$ cat src/rtl/pipe_hazard_unit_pkg.sv
// Shared types and constants for the pipeline hazard/bypass controller.
// Destination indices are stored at the widest supported width; narrower indices are zero-extended.
package pipe_pkg;

    localparam int RD_MAX_W   = 8;
    localparam int BYP_RF     = 0;
    localparam int RA_REG     = 31;
    localparam int STATUS_REG = 30;

    typedef struct packed {
        logic                valid;
        logic [RD_MAX_W-1:0] rd;
        logic                rwe;
        logic                load;
    } hz_entry_t;

endpackage

$ cat src/rtl/pipe_hazard_unit_hz_match.sv
// Per-operand priority finder: selects the youngest in-flight producer of one source register
// and flags when that producer is a load still sitting in the X stage.
module hz_match
    import pipe_pkg::*;
#(
    parameter int DEPTH  = 3,
    parameter int REG_AW = 5,
    parameter int SEL_W  = 2
) (
    input  hz_entry_t [DEPTH-1:0] entries,
    input  logic [REG_AW-1:0]     src,
    input  logic                  use_src,
    output logic [SEL_W-1:0]      sel,
    output logic                  is_load_hit
);

    logic [RD_MAX_W-1:0] src_ext;
    logic [DEPTH-1:0]    hit;

    assign src_ext = RD_MAX_W'(src);

    // r0 is never a producer, so a zero destination cannot hit.
    always_comb begin
        hit = '0;
        for (int j = 0; j < DEPTH; j++) begin
            hit[j] = use_src & entries[j].valid & entries[j].rwe &
                     (entries[j].rd != '0) & (entries[j].rd == src_ext);
        end
    end

    // Walk oldest to youngest so the youngest hit is the one left standing.
    always_comb begin
        sel = SEL_W'(BYP_RF);
        for (int j = DEPTH - 1; j >= 0; j--) begin
            if (hit[j]) begin
                sel = SEL_W'(j + 1);
            end
        end
    end

    assign is_load_hit = hit[0] & entries[0].load;

endmodule

$ cat src/rtl/pipe_hazard_unit.sv
// Hazard/bypass controller for the 5-stage pipeline: shadow destination pipe, D-stage stall,
// per-operand bypass selects and a single-outstanding mult/div busy counter.
module pipe_hazard_unit
    import pipe_pkg::*;
#(
    parameter int  REG_AW = 5,
    parameter int  DEPTH  = 3,
    parameter int  MD_LAT = 32,
    localparam int SEL_W  = $clog2(DEPTH + 1)
) (
    input  logic              clock,
    input  logic              reset,
    input  logic              dec_valid,
    input  logic [REG_AW-1:0] dec_rs,
    input  logic [REG_AW-1:0] dec_rt,
    input  logic              dec_use_rs,
    input  logic              dec_use_rt,
    input  logic [REG_AW-1:0] dec_rd,
    input  logic              dec_rwe,
    input  logic              dec_load,
    input  logic              dec_md,
    input  logic              flush,
    output logic              stall,
    output logic [SEL_W-1:0]  byp_sel_a,
    output logic [SEL_W-1:0]  byp_sel_b,
    output logic              md_busy,
    output logic              md_done
);

    localparam int CNT_W = $clog2(MD_LAT + 1);

    hz_entry_t [DEPTH-1:0] shadow;
    hz_entry_t             entry_in;
    logic [CNT_W-1:0]      md_cnt;
    logic [REG_AW-1:0]     md_rd;
    logic                  md_rwe;

    logic [SEL_W-1:0] sel_a;
    logic [SEL_W-1:0] sel_b;
    logic             load_hit_a;
    logic             load_hit_b;
    logic             md_struct;
    logic             md_dep_a;
    logic             md_dep_b;
    logic             md_dep;
    logic             issue;
    logic             md_issue;

    hz_match #(
        .DEPTH  (DEPTH),
        .REG_AW (REG_AW),
        .SEL_W  (SEL_W)
    ) u_match_a (
        .entries     (shadow),
        .src         (dec_rs),
        .use_src     (dec_use_rs),
        .sel         (sel_a),
        .is_load_hit (load_hit_a)
    );

    hz_match #(
        .DEPTH  (DEPTH),
        .REG_AW (REG_AW),
        .SEL_W  (SEL_W)
    ) u_match_b (
        .entries     (shadow),
        .src         (dec_rt),
        .use_src     (dec_use_rt),
        .sel         (sel_b),
        .is_load_hit (load_hit_b)
    );

    assign md_busy   = (md_cnt != '0);
    assign md_done   = (md_cnt == CNT_W'(1));
    assign md_struct = dec_md & md_busy;

    // The mult/div result is only architecturally visible once the counter drains.
    assign md_dep_a = dec_use_rs & (dec_rs == md_rd);
    assign md_dep_b = dec_use_rt & (dec_rt == md_rd);
    assign md_dep   = md_busy & md_rwe & (md_rd != '0) & (md_dep_a | md_dep_b);

    assign stall = dec_valid & ~flush & (load_hit_a | load_hit_b | md_struct | md_dep);

    // A load still in X has no result yet, so that operand falls back to the regfile.
    assign byp_sel_a = (dec_valid & ~load_hit_a) ? sel_a : SEL_W'(BYP_RF);
    assign byp_sel_b = (dec_valid & ~load_hit_b) ? sel_b : SEL_W'(BYP_RF);

    assign issue    = dec_valid & ~stall & ~flush;
    assign md_issue = issue & dec_md & ~md_busy;

    always_comb begin
        entry_in = '0;
        if (issue) begin
            entry_in.valid = 1'b1;
            entry_in.rd    = RD_MAX_W'(dec_rd);
            entry_in.rwe   = dec_rwe;
            entry_in.load  = dec_load;
        end
    end

    always_ff @(negedge clock or negedge reset) begin
        if (!reset) begin
            shadow <= '0;
            md_cnt <= '0;
            md_rd  <= '0;
            md_rwe <= 1'b0;
        end else begin
            shadow <= {shadow[DEPTH-2:0], entry_in};
            if (md_busy) begin
                md_cnt <= md_cnt - CNT_W'(1);
            end else if (md_issue) begin
                md_cnt <= CNT_W'(MD_LAT);
                md_rd  <= dec_rd;
                md_rwe <= dec_rwe;
            end
        end
    end

endmodule

$ cat config.mk
export PLATFORM = sky130hd
export DESIGN_NAME = pipe_hazard_unit
export DESIGN_NICKNAME = d
export VERILOG_FILES = /design/src/rtl/pipe_hazard_unit_pkg.sv /design/src/rtl/pipe_hazard_unit_hz_match.sv /design/src/rtl/pipe_hazard_unit.sv
export SDC_FILE = /design/constraint.sdc
export NUM_CORES = 1
export LEC_CHECK = 0
export BUFFER_PORTS_ARGS = -buffer_cell sky130_fd_sc_hd__clkbuf_2
export CAP_MARGIN = 0
export CORE_MARGIN = 5
export CORE_UTILIZATION = 35
export DETAILED_ROUTE_END_ITERATION = 10
export PLACE_DENSITY = 0.55
export SLEW_MARGIN = 10
export SYNTH_ARGS = -nofsm -noshare
export SYNTH_HDL_FRONTEND = slang
export SYNTH_SLANG_ARGS = --single-unit
$ cat constraint.sdc
create_clock -name clock -period 2.7 [get_ports clock]
set_input_delay 0.405 -clock clock [delete_from_list [all_inputs] [get_ports clock]]
set_output_delay 0.405 -clock clock [all_outputs]
set_load 0.05 [all_outputs]
==> results.cfg, run 1 <==
[route]
first_pass_iters = 4
wl_per_cell_um = 13.8
num_vias = 1550
ant_nets = 0
drtIter0Drc = 47
drt-total-wl_um = 4610
vias_per_cell = 4.64
drc = 0

[finish]
drive_gt1_share_pct = 52.3
syn_to_final_growth_pct = 57.7
final_common_cell = buf_4
post-route-util_pct = 56.6
diodes = 0
finish.instance_area_um2 = 2870
layout_common_cells = buf_4 (58), dfrtn_1 (34), clkbuf_2 (23), xor2_1 (22), xnor2_1 (17)
final_nets = 289

[synthesis]
yosysSeqAreaShare_pct = 46.7
synth_fa_ha_area_share_pct = 1.37
synth_compound_area_share_pct = 7.42
syn_area_um2 = 1820
synth-simple-area-share_pct = 18.9
synthesis.nets = 191
synthCells = 165
yosys_register_bits = 34
synthXorXnorAreaFrac_pct = 19.7
synth_cell_types = 35
synthMuxAreaShare_pct = 4.81
yosys_warnings = 0
avgSynthCellArea_um2 = 11.0
synth_top_family_by_area = XOR/XNOR gates

[power]
p_switching_mw = 0.580
pwr-share-seq_pct = 35.7
power.internal_mw = 1.29
sw_frac_of_total_pct = 31.0
clkPwrFrac_pct = 24.9
power.leakage_nw = 1.40
ir_drop_mv = 0.576
power_frac_comb_pct = 39.5
power_density_nw_per_um2 = 652
totalPowerFinal_mw = 1.87

[sta]
worstMarginPinSlew_ns = 0.343
finalHoldViolCount = 0
rsz0062_at_grt = yes
setup_viol = 24
skew_ns = 0.00262
max_slew_margin_pct = 77.0
fin_ws_ns = -1.32
fin_setup_tns_ns = -16.22
drv_slew = 0

[die]
die-height_um = 82.1
die_w_um = 82.1
ioPinCount = 31
start_util_pct = 35.9
rows = 26
core_area_um2 = 5070
dieArea_um2 = 6740

[clock_tree]
numCtsBuffers = 5
clk_latency_ns = 0.29
ctsHoldBuffers = 0
htree_levels = 2
clk_pin_slew_ns = 0.05
cts_tree = yes
cts_sinks = 34
clock_path_buffers = 2
root_buffer = clkbuf_8

[critical_path]
arrival_ns = 3.62
start_kind = flop
worstPathRequired_ns = 2.30
worstPathMaxFanout = 3
cp-end-kind = output pin
crit_type = flop to output pin

[placement]
place_congestion = 0.851
post_dp_cell_area_um2 = 2560
hpwl_um = 3700
port_buffers = 30

[global_routing]
grt_pass1_vias = 1590
antenna_found_initial = 0
grt_usage_pct = 15.4
grt_pass1_wl_um = 7760
grt.overflow.total = 0
grt_max_degree = 35

[flow_run]
max_cap_viol_count = 0

[min_path]
min-delay-path-class = flop to flop

[status]
outcome = complete, but fails checks
violations = negative setup slack
-- stage by stage --
step	setup WS [ns]	instances	hold WS (ns)
after global placement	-1.14	319	0.375
after global routing	-1.38	334	0.406
after CTS	-1.32	329	0.382
after detailed placement	-1.07	319	0.377
after floorplan	-1.10	165	0.314
final	-1.32	334	0.377
-- worst paths after layout --
path,from,endpoint,slack [ns],depth (start not counted)
max,shadow[6],byp_sel_b[0],-1.32,6
min reg2reg,shadow[10],shadow[21],0.38,0
max in group asynchronous,reset,shadow[12],1.19,2
min,shadow[10],shadow[21],0.38,0
min in group asynchronous,reset,shadow[28],1.30,2
max reg2reg,shadow[6],md_rd[0],0.41,9
-- power by group through the flow --
stage          Clock, mW  Combinational, mW  Sequential [mW]
2_1_floorplan          0              0.316            0.683
3_3_place_gp           0              0.626            0.672
3_5_place_dp           0              0.636            0.674
4_1_cts            0.475              0.677            0.668
5_1_grt            0.500              0.811            0.679
6_report           0.465              0.739            0.667
-- worst max-delay path, cell delays in order (launching register included) --
cell	delay [ns]
dfrtn_1	0.34
or4_4	0.55
o211ai_4	0.21
nor2_2	0.06
or4_4	0.49
a21boi_4	0.17
buf_12	0.15
-- cell usage after synthesis (all sizes together) --
master | n | area share (%)
and3b | 1 | 0.48
nor2 | 12 | 2.6
dfrtn | 34 | 47
or4 | 5 | 2.3
xor2 | 24 | 12
a31o | 1 | 0.48
o211ai | 4 | 2.4
ha | 2 | 1.4
xnor2 | 17 | 8.2
a21o | 1 | 0.41
nand2b | 2 | 0.69
nor3 | 4 | 1.1
a211oi | 2 | 1.1
mux2i | 2 | 1.1
o21ai | 2 | 0.55
and3 | 7 | 2.4
o221a | 2 | 1.2
a21boi | 1 | 0.41
nand4 | 2 | 0.69
nand2 | 7 | 1.4
nor2b | 2 | 0.69
mux2 | 6 | 3.7
a21oi | 3 | 0.82
nor4 | 6 | 2.1
or3 | 1 | 0.34
clkbuf | 1 | 0.21
and2 | 2 | 0.69
and2b | 1 | 0.48
nand3 | 6 | 1.6
nand4b | 1 | 1.3
inv | 4 | 0.82
-- cell type report --
class                   instances  area [um^2]
clock buffers                   5         68.8
clock inverters                 3         40.0
fillers                       470         2200
inverters                       4         18.8
multi-input cells             126         1070
flip-flops and latches         34          851
well taps                      70         87.6
repair buffers                 92          731
-- per-layer routing --
| layer | wire, um | global-route usage [%] | vias up |
|---|---|---|---|
| met3 | 235 | 3.90 | 5 |
| met2 | 2100 | 23.2 | 33 |
| met4 | 59 | 4.49 | 0 |
| met1 | 2220 | 21.9 | 730 |
| li1 | - | - | 782 |
| met5 | 0 | 0 | - |
-- kinds of logic after synthesis --
kind of cell / after synthesis
muxes: 8
and+or+nand+nor: 59
AOI/OAI and AO/OA: 16
adders and majority gates: 2
xor gates and xnor gates: 41
buffers and inverters: 5
DFF: 34
-- registers in the layout, summed over array words and instances, names as in the netlist --
| register | flops |
|---|---|
| md_cnt | 6 |
| md_rd | 5 |
| md_rwe | 1 |
| shadow | 22 |
-- repair_timing --
item	4_1_cts	5_1_grt
pin swaps	6	6
gates cloned	0	0
gates resized for setup	17	16
endpoints found under the setup margin	24	24
setup buffers	2	7
(Power assumes the default switching activity.)
==> inputs of run 2 (changes only) <==
==> constraint.sdc (replaced) <==
create_clock -name clock -period 5.2 [get_ports clock]
set_input_delay 0.78 -clock clock [delete_from_list [all_inputs] [get_ports clock]]
set_output_delay 0.78 -clock clock [all_outputs]
set_load 0.05 [all_outputs]
==> results.cfg, run 2 (synthesis results as in run 1) <==
[die]
ioPinCount = 31
core_area_um2 = 5070
die_w_um = 82.1
dieArea_um2 = 6740
die-height_um = 82.1
start_util_pct = 35.9
rows = 26

[power]
ir_drop_mv = 0.178
power_density_nw_per_um2 = 322
power.leakage_nw = 1.28

[placement]
place_congestion = 0.793
port_buffers = 30
dp.cells = 303
hpwl_um = 3590

[route]
wl_per_cell_um = 14.1
first_pass_iters = 4
ant_nets = 0
drc = 0
drt-total-wl_um = 4460
vias_per_cell = 4.63
num_vias = 1463
drtIter0Drc = 23

[status]
violations = negative setup slack
outcome = complete, but fails checks

[global_routing]
antenna_found_initial = 0
grt_pass1_wl_um = 7470
grt_usage_pct = 14.8
grt_max_degree = 35
grt_pass1_vias = 1559
grt.overflow.total = 0

[clock_tree]
cts_tree = yes
htree_levels = 2
numCtsBuffers = 5
cts_sinks = 34
clock_path_buffers = 2
ctsHoldBuffers = 0
clk_pin_slew_ns = 0.05
clk_latency_ns = 0.29
root_buffer = clkbuf_8

[finish]
stdcell_count = 316
final_common_cell = buf_4
top_regs = shadow x22, md_cnt x6, md_rd x5
post-route-util_pct = 51.6
diodes = 0
largest_reg_flops = 22
final_nets = 271
syn_to_final_growth_pct = 43.8
layout_common_cells = buf_4 (41), dfrtn_1 (34), xor2_1 (24), clkbuf_2 (24), xnor2_1 (17)
drive_gt1_share_pct = 43.9
registers.top_by_ff_count = shadow

[min_path]
min-delay-path-class = flop to flop
min_from = shadow[12]
whs_endpoint = shadow[23]
hold_depth = 0

[critical_path]
cp-startpoint = shadow[5]
r2r-start = shadow[4]
cp-end-kind = output pin
r2r_end = md_rd[2]
reg2reg_depth = 8
crit_type = flop to output pin
worstPathRequired_ns = 4.42
worstPathMaxFanout = 2
arrival_ns = 4.87
start_kind = flop
ff2ff_setup_slack_ns = 2.99

[sta]
rsz0062_at_grt = yes
hold-worst-slack_ns = 0.344
drv_slew = 0
setup_viol = 5
finalHoldViolCount = 0
fin_ws_ns = -0.447
max_slew_margin_pct = 42.1
skew_ns = 0.00508
worstMarginPinSlew_ns = 0.868

[flow_run]
max_cap_viol_count = 0
[run 2: timing repair]
action                                 4_1_cts  5_1_grt
endpoints found under the hold margin        0        0
resized for setup                           10       13
pin swaps                                   11        7
setup endpoints to repair                    5        6
buffers inserted                             3        2
cloned                                       0        0
[run 2: area by class of cell]
class	count	area, um^2
tap	70	87.6
clock inverter	2	12.5
multi-input combinational	126	1020
fill	467	2460
clock buffer	6	82.6
sequential	34	851
timing repair buffer	74	548
inverter	4	18.8
[run 2: where the power goes]
| part | internal (mW) | total (mW) | switching (mW) |
|---|---|---|---|
| sequential | 0.312 | 0.348 | 0.0355 |
| clock | 0.106 | 0.206 | 0.0994 |
| combinational | 0.153 | 0.289 | 0.136 |
| total | 0.572 | 0.843 | 0.271 |
[run 2: through the flow]
step           total power [mW]  setup TNS, ns  setup slack [ns]  cell area [um^2]
3_3_place_gp              0.631          -1.22            -0.164              2390
3_5_place_dp              0.635          -1.31            -0.184              2390
2_1_floorplan             0.515         -0.451            -0.229              1850
4_1_cts                   0.845          -1.63            -0.444              2550
5_1_grt                   0.900          -2.11            -0.501              2620
6_report                  0.843          -1.69            -0.447              2620
[run 2: critical path: stages, from the launching register on]
cell and delay, ns:
dfrtn_1 0.36, or4_4 0.56, o211ai_4 0.19, nor2_2 0.06, or4_4 0.49, a21boi_4 0.16, buf_12 0.15
[run 2: layer usage]
metal / vias to the layer above / part of all wire, % / global-route usage, %
li1: 743 / - / -
met1: 689 / 47 / 19.5
met2: 26 / 48 / 24.2
met3: 5 / 3.4 / 3.04
met4: 0 / 1.1 / 4.98
met5: - / 0 / 0
[run 2: how the worst max path moves through the flow]
stage	slack (ns)	to
4_1_cts	-0.44	byp_sel_b[0]
2_1_floorplan	-0.23	stall
6_report	-0.45	byp_sel_b[0]
3_3_place_gp	-0.16	byp_sel_b[0]
3_5_place_dp	-0.18	byp_sel_a[0]
5_1_grt	-0.50	byp_sel_b[0]
